`src/rtl/ffram_dma.sv`:
```
// ffram_dma: command-driven FILL / COPY / VERIFY initiator for one ffram word store.
// Drives the ffram port (wb_en/r_en/addr/d_in/bit_en) directly from registered state.
//
// Command handshake: start is a single-cycle strobe. It is accepted only when the
// block is idle (busy=0), and all operands are latched on the accepting edge. The
// block raises busy on the next cycle and keeps it high up to and including the
// one-cycle done pulse. err and the VERIFY results are valid with done and are held
// until the next accepted start. A start while busy is dropped without effect.
module ffram_dma #(
   parameter int WORD_NUM = 128,
   parameter int WORD_W   = 32,
   parameter int AD_WIDTH = $clog2(WORD_NUM),
   parameter int LEN_W    = $clog2(WORD_NUM) + 1
) (
   input  logic                clk,
   input  logic                rst,
   input  logic                start,
   input  logic [1:0]          op,
   input  logic [AD_WIDTH-1:0] src_addr,
   input  logic [AD_WIDTH-1:0] dst_addr,
   input  logic [LEN_W-1:0]    len,
   input  logic [WORD_W-1:0]   pattern,
   input  logic [WORD_W-1:0]   mask,
   input  logic                abort,
   output logic                busy,
   output logic                done,
   output logic                err,
   output logic [LEN_W-1:0]    mismatch_cnt,
   output logic [AD_WIDTH-1:0] first_mis_addr,
   output logic                mem_wb_en,
   output logic                mem_r_en,
   output logic [AD_WIDTH-1:0] mem_addr,
   output logic [WORD_W-1:0]   mem_d_in,
   output logic [WORD_W-1:0]   mem_bit_en,
   input  logic [WORD_W-1:0]   mem_d_out,
   output logic [2:0]          dbg_state
);

   typedef enum logic [2:0] {
      S_IDLE  = 3'd0,
      S_FILL  = 3'd1,
      S_CP_RD = 3'd2,
      S_CP_WR = 3'd3,
      S_VER   = 3'd4,
      S_DONE  = 3'd5
   } state_t;

   localparam logic [1:0] OP_FILL = 2'b00;
   localparam logic [1:0] OP_COPY = 2'b01;
   localparam logic [1:0] OP_VER  = 2'b10;

   state_t              state_q, state_d;
   logic [AD_WIDTH-1:0] src_q, src_d;
   logic [AD_WIDTH-1:0] dst_q, dst_d;
   logic [LEN_W-1:0]    rem_q, rem_d;
   logic [WORD_W-1:0]   pat_q, pat_d;
   logic [WORD_W-1:0]   mask_q, mask_d;
   logic [WORD_W-1:0]   buf_q, buf_d;
   logic                err_q, err_d;
   logic [LEN_W-1:0]    mis_cnt_q, mis_cnt_d;
   logic [AD_WIDTH-1:0] first_q, first_d;
   logic                ver_miss;

   // Address step with wrap at WORD_NUM-1, which need not be a power of two.
   function automatic logic [AD_WIDTH-1:0] wrap_inc(input logic [AD_WIDTH-1:0] a);
      if (a == AD_WIDTH'(WORD_NUM - 1)) return '0;
      else return a + AD_WIDTH'(1);
   endfunction

   // Masked compare of the word currently being read against the expected pattern.
   always_comb begin
      ver_miss = ((mem_d_out ^ pat_q) & mask_q) != '0;
   end

   // Next-state and next-value logic for the command sequencer.
   always_comb begin
      state_d   = state_q;
      src_d     = src_q;
      dst_d     = dst_q;
      rem_d     = rem_q;
      pat_d     = pat_q;
      mask_d    = mask_q;
      buf_d     = buf_q;
      err_d     = err_q;
      mis_cnt_d = mis_cnt_q;
      first_d   = first_q;
      case (state_q)
         S_IDLE: begin
            if (start) begin
               src_d     = src_addr;
               dst_d     = dst_addr;
               rem_d     = len;
               pat_d     = pattern;
               mask_d    = mask;
               mis_cnt_d = '0;
               first_d   = '0;
               err_d     = 1'b0;
               if (len == '0) begin
                  state_d = S_DONE;
               end else if (op == 2'b11 || len > LEN_W'(WORD_NUM)) begin
                  state_d = S_DONE;
                  err_d   = 1'b1;
               end else if (op == OP_FILL) begin
                  state_d = S_FILL;
               end else if (op == OP_COPY) begin
                  state_d = S_CP_RD;
               end else if (op == OP_VER) begin
                  state_d = S_VER;
               end
            end
         end
         S_FILL: begin
            dst_d = wrap_inc(dst_q);
            rem_d = rem_q - LEN_W'(1);
            if (abort) begin
               state_d = S_DONE;
               err_d   = 1'b1;
            end else if (rem_q == LEN_W'(1)) begin
               state_d = S_DONE;
            end
         end
         S_CP_RD: begin
            buf_d = mem_d_out;
            if (abort) begin
               // The word just read is dropped: nothing is written for it.
               state_d = S_DONE;
               err_d   = 1'b1;
            end else begin
               state_d = S_CP_WR;
            end
         end
         S_CP_WR: begin
            src_d = wrap_inc(src_q);
            dst_d = wrap_inc(dst_q);
            rem_d = rem_q - LEN_W'(1);
            if (abort) begin
               state_d = S_DONE;
               err_d   = 1'b1;
            end else if (rem_q == LEN_W'(1)) begin
               state_d = S_DONE;
            end else begin
               state_d = S_CP_RD;
            end
         end
         S_VER: begin
            src_d = wrap_inc(src_q);
            rem_d = rem_q - LEN_W'(1);
            // The read presented this cycle completes, so it is scored even on abort.
            if (ver_miss) begin
               mis_cnt_d = mis_cnt_q + LEN_W'(1);
               if (mis_cnt_q == '0) first_d = src_q;
            end
            if (abort) begin
               state_d = S_DONE;
               err_d   = 1'b1;
            end else if (rem_q == LEN_W'(1)) begin
               state_d = S_DONE;
            end
         end
         S_DONE: begin
            state_d = S_IDLE;
         end
         default: begin
            state_d = S_IDLE;
         end
      endcase
   end

   // State and datapath registers; async reset returns everything to idle at once.
   always_ff @(posedge clk or posedge rst) begin
      if (rst) begin
         state_q   <= S_IDLE;
         src_q     <= '0;
         dst_q     <= '0;
         rem_q     <= '0;
         pat_q     <= '0;
         mask_q    <= '0;
         buf_q     <= '0;
         err_q     <= 1'b0;
         mis_cnt_q <= '0;
         first_q   <= '0;
      end else begin
         state_q   <= state_d;
         src_q     <= src_d;
         dst_q     <= dst_d;
         rem_q     <= rem_d;
         pat_q     <= pat_d;
         mask_q    <= mask_d;
         buf_q     <= buf_d;
         err_q     <= err_d;
         mis_cnt_q <= mis_cnt_d;
         first_q   <= first_d;
      end
   end

   // Memory port decode from registered state; idle and done present no access.
   always_comb begin
      mem_wb_en  = 1'b0;
      mem_r_en   = 1'b0;
      mem_addr   = '0;
      mem_d_in   = '0;
      mem_bit_en = '0;
      case (state_q)
         S_FILL: begin
            mem_wb_en  = 1'b1;
            mem_addr   = dst_q;
            mem_d_in   = pat_q;
            mem_bit_en = mask_q;
         end
         S_CP_RD: begin
            mem_wb_en = 1'b1;
            mem_r_en  = 1'b1;
            mem_addr  = src_q;
         end
         S_CP_WR: begin
            mem_wb_en  = 1'b1;
            mem_addr   = dst_q;
            mem_d_in   = buf_q;
            mem_bit_en = mask_q;
         end
         S_VER: begin
            mem_wb_en = 1'b1;
            mem_r_en  = 1'b1;
            mem_addr  = src_q;
         end
         default: begin
            mem_wb_en = 1'b0;
         end
      endcase
   end

   // Status outputs decoded from registered state.
   always_comb begin
      busy           = (state_q != S_IDLE);
      done           = (state_q == S_DONE);
      err            = err_q;
      mismatch_cnt   = mis_cnt_q;
      first_mis_addr = first_q;
      dbg_state      = state_q;
   end

endmodule

```
`config.mk`:
```
export PLATFORM = sky130hd
export DESIGN_NAME = ffram_dma
export DESIGN_NICKNAME = d
export VERILOG_FILES = /design/src/rtl/ffram_dma.sv
export SDC_FILE = /design/constraint.sdc
export NUM_CORES = 1
export LEC_CHECK = 0
export ABC_AREA = 1
export BUFFER_PORTS_ARGS = -buffer_cell sky130_fd_sc_hd__clkbuf_2
export CAP_MARGIN = 20
export CORE_ASPECT_RATIO = 1.1
export CORE_MARGIN = 5
export CORE_UTILIZATION = 52
export CTS_CLUSTER_DIAMETER = 80
export DETAILED_ROUTE_END_ITERATION = 10
export PLACE_DENSITY = 0.8
export SETUP_SLACK_MARGIN = 0.3
export SLEW_MARGIN = 25
export SYNTH_ARGS = -nofsm -noshare
export SYNTH_HDL_FRONTEND = slang
export SYNTH_SLANG_ARGS = --single-unit
```
`constraint.sdc`:
```
create_clock -name clk -period 6.86 [get_ports clk]
set_input_delay 2.058 -clock clk [delete_from_list [all_inputs] [get_ports clk]]
set_output_delay 2.058 -clock clk [all_outputs]
set_load 0.05 [all_outputs]
```
==> impl_metrics.env <==
export IMPL_status="finished clean"
export IMPL_yosys_top_cells_area="dfrtp_1, nand2_1, o21ai_0, inv_1, nor2_1"
export IMPL_syn_to_final_growth_pct=23.3
export IMPL_die_h_microns=135
export IMPL_vias=7482
export IMPL_first_pass_iters=5
export IMPL_antenna_found_initial=0
export IMPL_clk_latency_ns=0.42
export IMPL_max_stage_delay_ns=0.55
export IMPL_ys_seq_elements=137
export IMPL_startpoint="dbg_state[0]$_DFFE_PP0P_"
export IMPL_cp_max_fo=30
export IMPL_nFillCells=1233
export IMPL_netlist_area_leader_share_pct=46.5
export IMPL_boundaryPins=218
export IMPL_clkTransAtPathRegs_ns=0.06
export IMPL_highest_layer="met4"
export IMPL_async_reset_ff_share_pct=100
export IMPL_cts_buffers=17
export IMPL_fp_dieW_microns=124
export IMPL_maxCapViolCount=0
export IMPL_finalCriticalPeriod_ns=4.75
export IMPL_drt_initial_drc_count=682
export IMPL_dr_wl_met2_mm=10.3
export IMPL_post_dp_hpwl_mm=15.8
export IMPL_cts_setup_buffers=0
export IMPL_h_tree_depth=4
export IMPL_synthTopCellsByCount="nand2_1, o21ai_0, dfrtp_1"
export IMPL_setup_worst_path_end_class="output pin"
export IMPL_power_leakage_nw=4.92
export IMPL_n_antenna_cell=0
export IMPL_portBuffers=217
export IMPL_syn_nets=1156
export IMPL_timing_rr_start="dbg_state[0]$_DFFE_PP0P_"
export IMPL_synth_edf_count=0
export IMPL_worstPathArrival_ns=2.69
export IMPL_max_vdd_ir_drop_mv=0.264
export IMPL_stdcell_area_sq_um=9090
export IMPL_grt_max_degree=82
export IMPL_wl_met1_mm=8.93
export IMPL_cp_slowest_cell="clkinv_1"
export IMPL_place_congestion=0.945
export IMPL_post_cts_resized=0
export IMPL_drc_errors=0
export IMPL_syn_area_per_cell_sq_um=7.18
export IMPL_slew_viol_final=0
export IMPL_start_util_pct=53.2
export IMPL_grt_total_usage_pct=26.3
export IMPL_critical_path_buf_inv_count=4
export IMPL_p_per_area_nw_per_um2=516
export IMPL_grt_pass1_vias=7008
export IMPL_ys_types=29
export IMPL_num_rows=45
export IMPL_dpl_cell_area_sq_um=8520
export IMPL_drtAntennaViolNets=0
export IMPL_ys_seq_area_share_pct=46.5
export IMPL_cp_required_ns=4.80
export IMPL_max_freq_mhz=211
export IMPL_drive_gt1_share_pct=21.7
export IMPL_crit_family="buffers and inverters"
export IMPL_cts_sinks=137
export IMPL_viasPerCell=5.24
export IMPL_hold_class="register to register"
export IMPL_syn_inst=1026
export IMPL_multiInputGateArea_sq_um=3210
export IMPL_path_cells="inv_2 > nor2_1 > clkinv_1 > buf_4 > o22ai_1 > clkbuf_2"
export IMPL_hold_viol_final=0
export IMPL_cts_buffer_depth=2
export IMPL_fin_worst_skew_ns=0.00899
export IMPL_holdCritStartpoint="first_mis_addr[3]$_DFFE_PP0P_"
export IMPL_routed_wl_mm=21.4
export IMPL_met3WireLength_mm=1.57
export IMPL_cts_tree="done"
export IMPL_ys_warn_count=0
export IMPL_worst_pin_slew_ns=0.939
export IMPL_rsz0062_at_grt="false"
export IMPL_synth_area_leader_cell="dfrtp_1"
export IMPL_start_kind="register"
export IMPL_max_slew_margin_pct=37.4
export IMPL_syn_area_sq_um=7370
export IMPL_regArea_sq_um=3430
export IMPL_worstSetupPathType="register to output pin"
export IMPL_synth_most_common_cell="nand2_1"
export IMPL_period_share_pct=69.2
export IMPL_globalRouteOverflowTotal=0
export IMPL_coreArea_sq_um=13900
export IMPL_fp_dieArea_sq_um=16700
export IMPL_cts_hold_buf=0
export IMPL_setup_violations=0
export IMPL_setup_tns_ns=0
export IMPL_fin_nets=1358
export IMPL_wl_per_cell_microns=15.0
export IMPL_grt_pass1_wl_mm=34.3
export IMPL_synth_main_ff_cell="dfrtp_1"
export IMPL_root_buffer="clkbuf_16"
## worst reg2reg max path, delay by kind of cell (launching register included)
kind	cells	cell delay, ns
and+or+nand+nor	4	1.32
DFF	1	0.42
AOI/OAI and AO/OA	1	0.19
buffers and inverters	2	0.91
## report_power, final
part           internal, mW  total [mW]  switching [mW]
clock network         0.524       0.872           0.348
logic                 0.602        2.41            1.81
registers              1.18        1.41           0.225
## final cells by class
type,instances,area share (%)
Multi-Input combinational cell,709,35.3
Clock inverter,11,1.06
Inverter,142,5.93
Sequential cell,137,37.7
Tap cell,188,2.59
Clock buffer,20,5.13
Timing Repair Buffer,221,12.3
## layer usage
layer  vias up  track usage (%)
met2       298             41.9
met1      3475             34.7
li1       3666                -
met5         -                0
met4         0             11.6
met3        43             5.19
## sequential cells by signal (all words and copies together) (netlist names)
signal	flops
first_mis_addr	7
mismatch_cnt	8
dbg_state	3
dst_q	7
err	1
mask_q	32
pat_q	32
buf_q	32
src_q	7
rem_q	8
## through the flow
stage	std cells	setup slack (ns)	utilization (%)	hold slack (ns)	total power, mW
floorplan	1026	1.13	-	0.449	3.22
global placement	1397	2.53	61.5	0.455	3.76
detailed placement	1397	2.47	61.5	0.462	3.81
CTS	1428	2.09	65.6	0.476	4.70
global route	1428	1.91	65.6	0.495	5.03
finish	1428	2.11	65.6	0.472	4.69
## worst paths after layout
check | slack, ns | cells past startpoint | endpoint
max in group asynchronous | 3.85 | 3 | mask_q[3]$_DFFE_PP0P_
min in group asynchronous | 1.76 | 2 | mismatch_cnt[3]$_DFFE_PP0P_
min reg2reg | 0.47 | 2 | first_mis_addr[3]$_DFFE_PP0P_
max | 2.11 | 6 | mem_addr[6]
max reg2reg | 3.89 | 7 | src_q[1]$_DFFE_PP0P_
min | 0.47 | 2 | first_mis_addr[3]$_DFFE_PP0P_
## cell usage in the layout, fill, tap and decap left out, types with 3 or more instances in the layout
| master | Yosys | layout |
|---|---|---|
| nand2_1 | 313 | 312 |
| clkbuf_8 | 0 | 3 |
| nand2_2 | 4 | 4 |
| clkbuf_16 | 0 | 17 |
| nor3_1 | 9 | 9 |
| clkinv_2 | 0 | 6 |
| xor2_1 | 6 | 6 |
| nor2_1 | 89 | 89 |
| inv_1 | 136 | 132 |
| buf_4 | 9 | 4 |
| nand4_1 | 16 | 16 |
| o21ai_0 | 168 | 168 |
| ha_1 | 6 | 6 |
| inv_6 | 0 | 3 |
| clkbuf_2 | 0 | 217 |
| dfrtp_1 | 137 | 137 |
| inv_2 | 6 | 7 |
| o22ai_1 | 7 | 7 |
| nand3_1 | 49 | 49 |
| a22oi_1 | 7 | 7 |
| a21oi_1 | 23 | 23 |
## cell families (layout without fill, tap and decap cells)
| family | Yosys count | in the layout | share of synthesized area, % |
|---|---|---|---|
| xor gates and xnor gates | 8 | 8 | 0.951 |
| AOI/OAI and AO/OA | 210 | 210 | 14.8 |
| DFF | 137 | 137 | 46.5 |
| and+or+nand+nor | 485 | 485 | 26.7 |
| adders and majority gates | 6 | 6 | 1.02 |
| buffers and inverters | 180 | 394 | 10.0 |
Power figures use the tool's default switching activity.
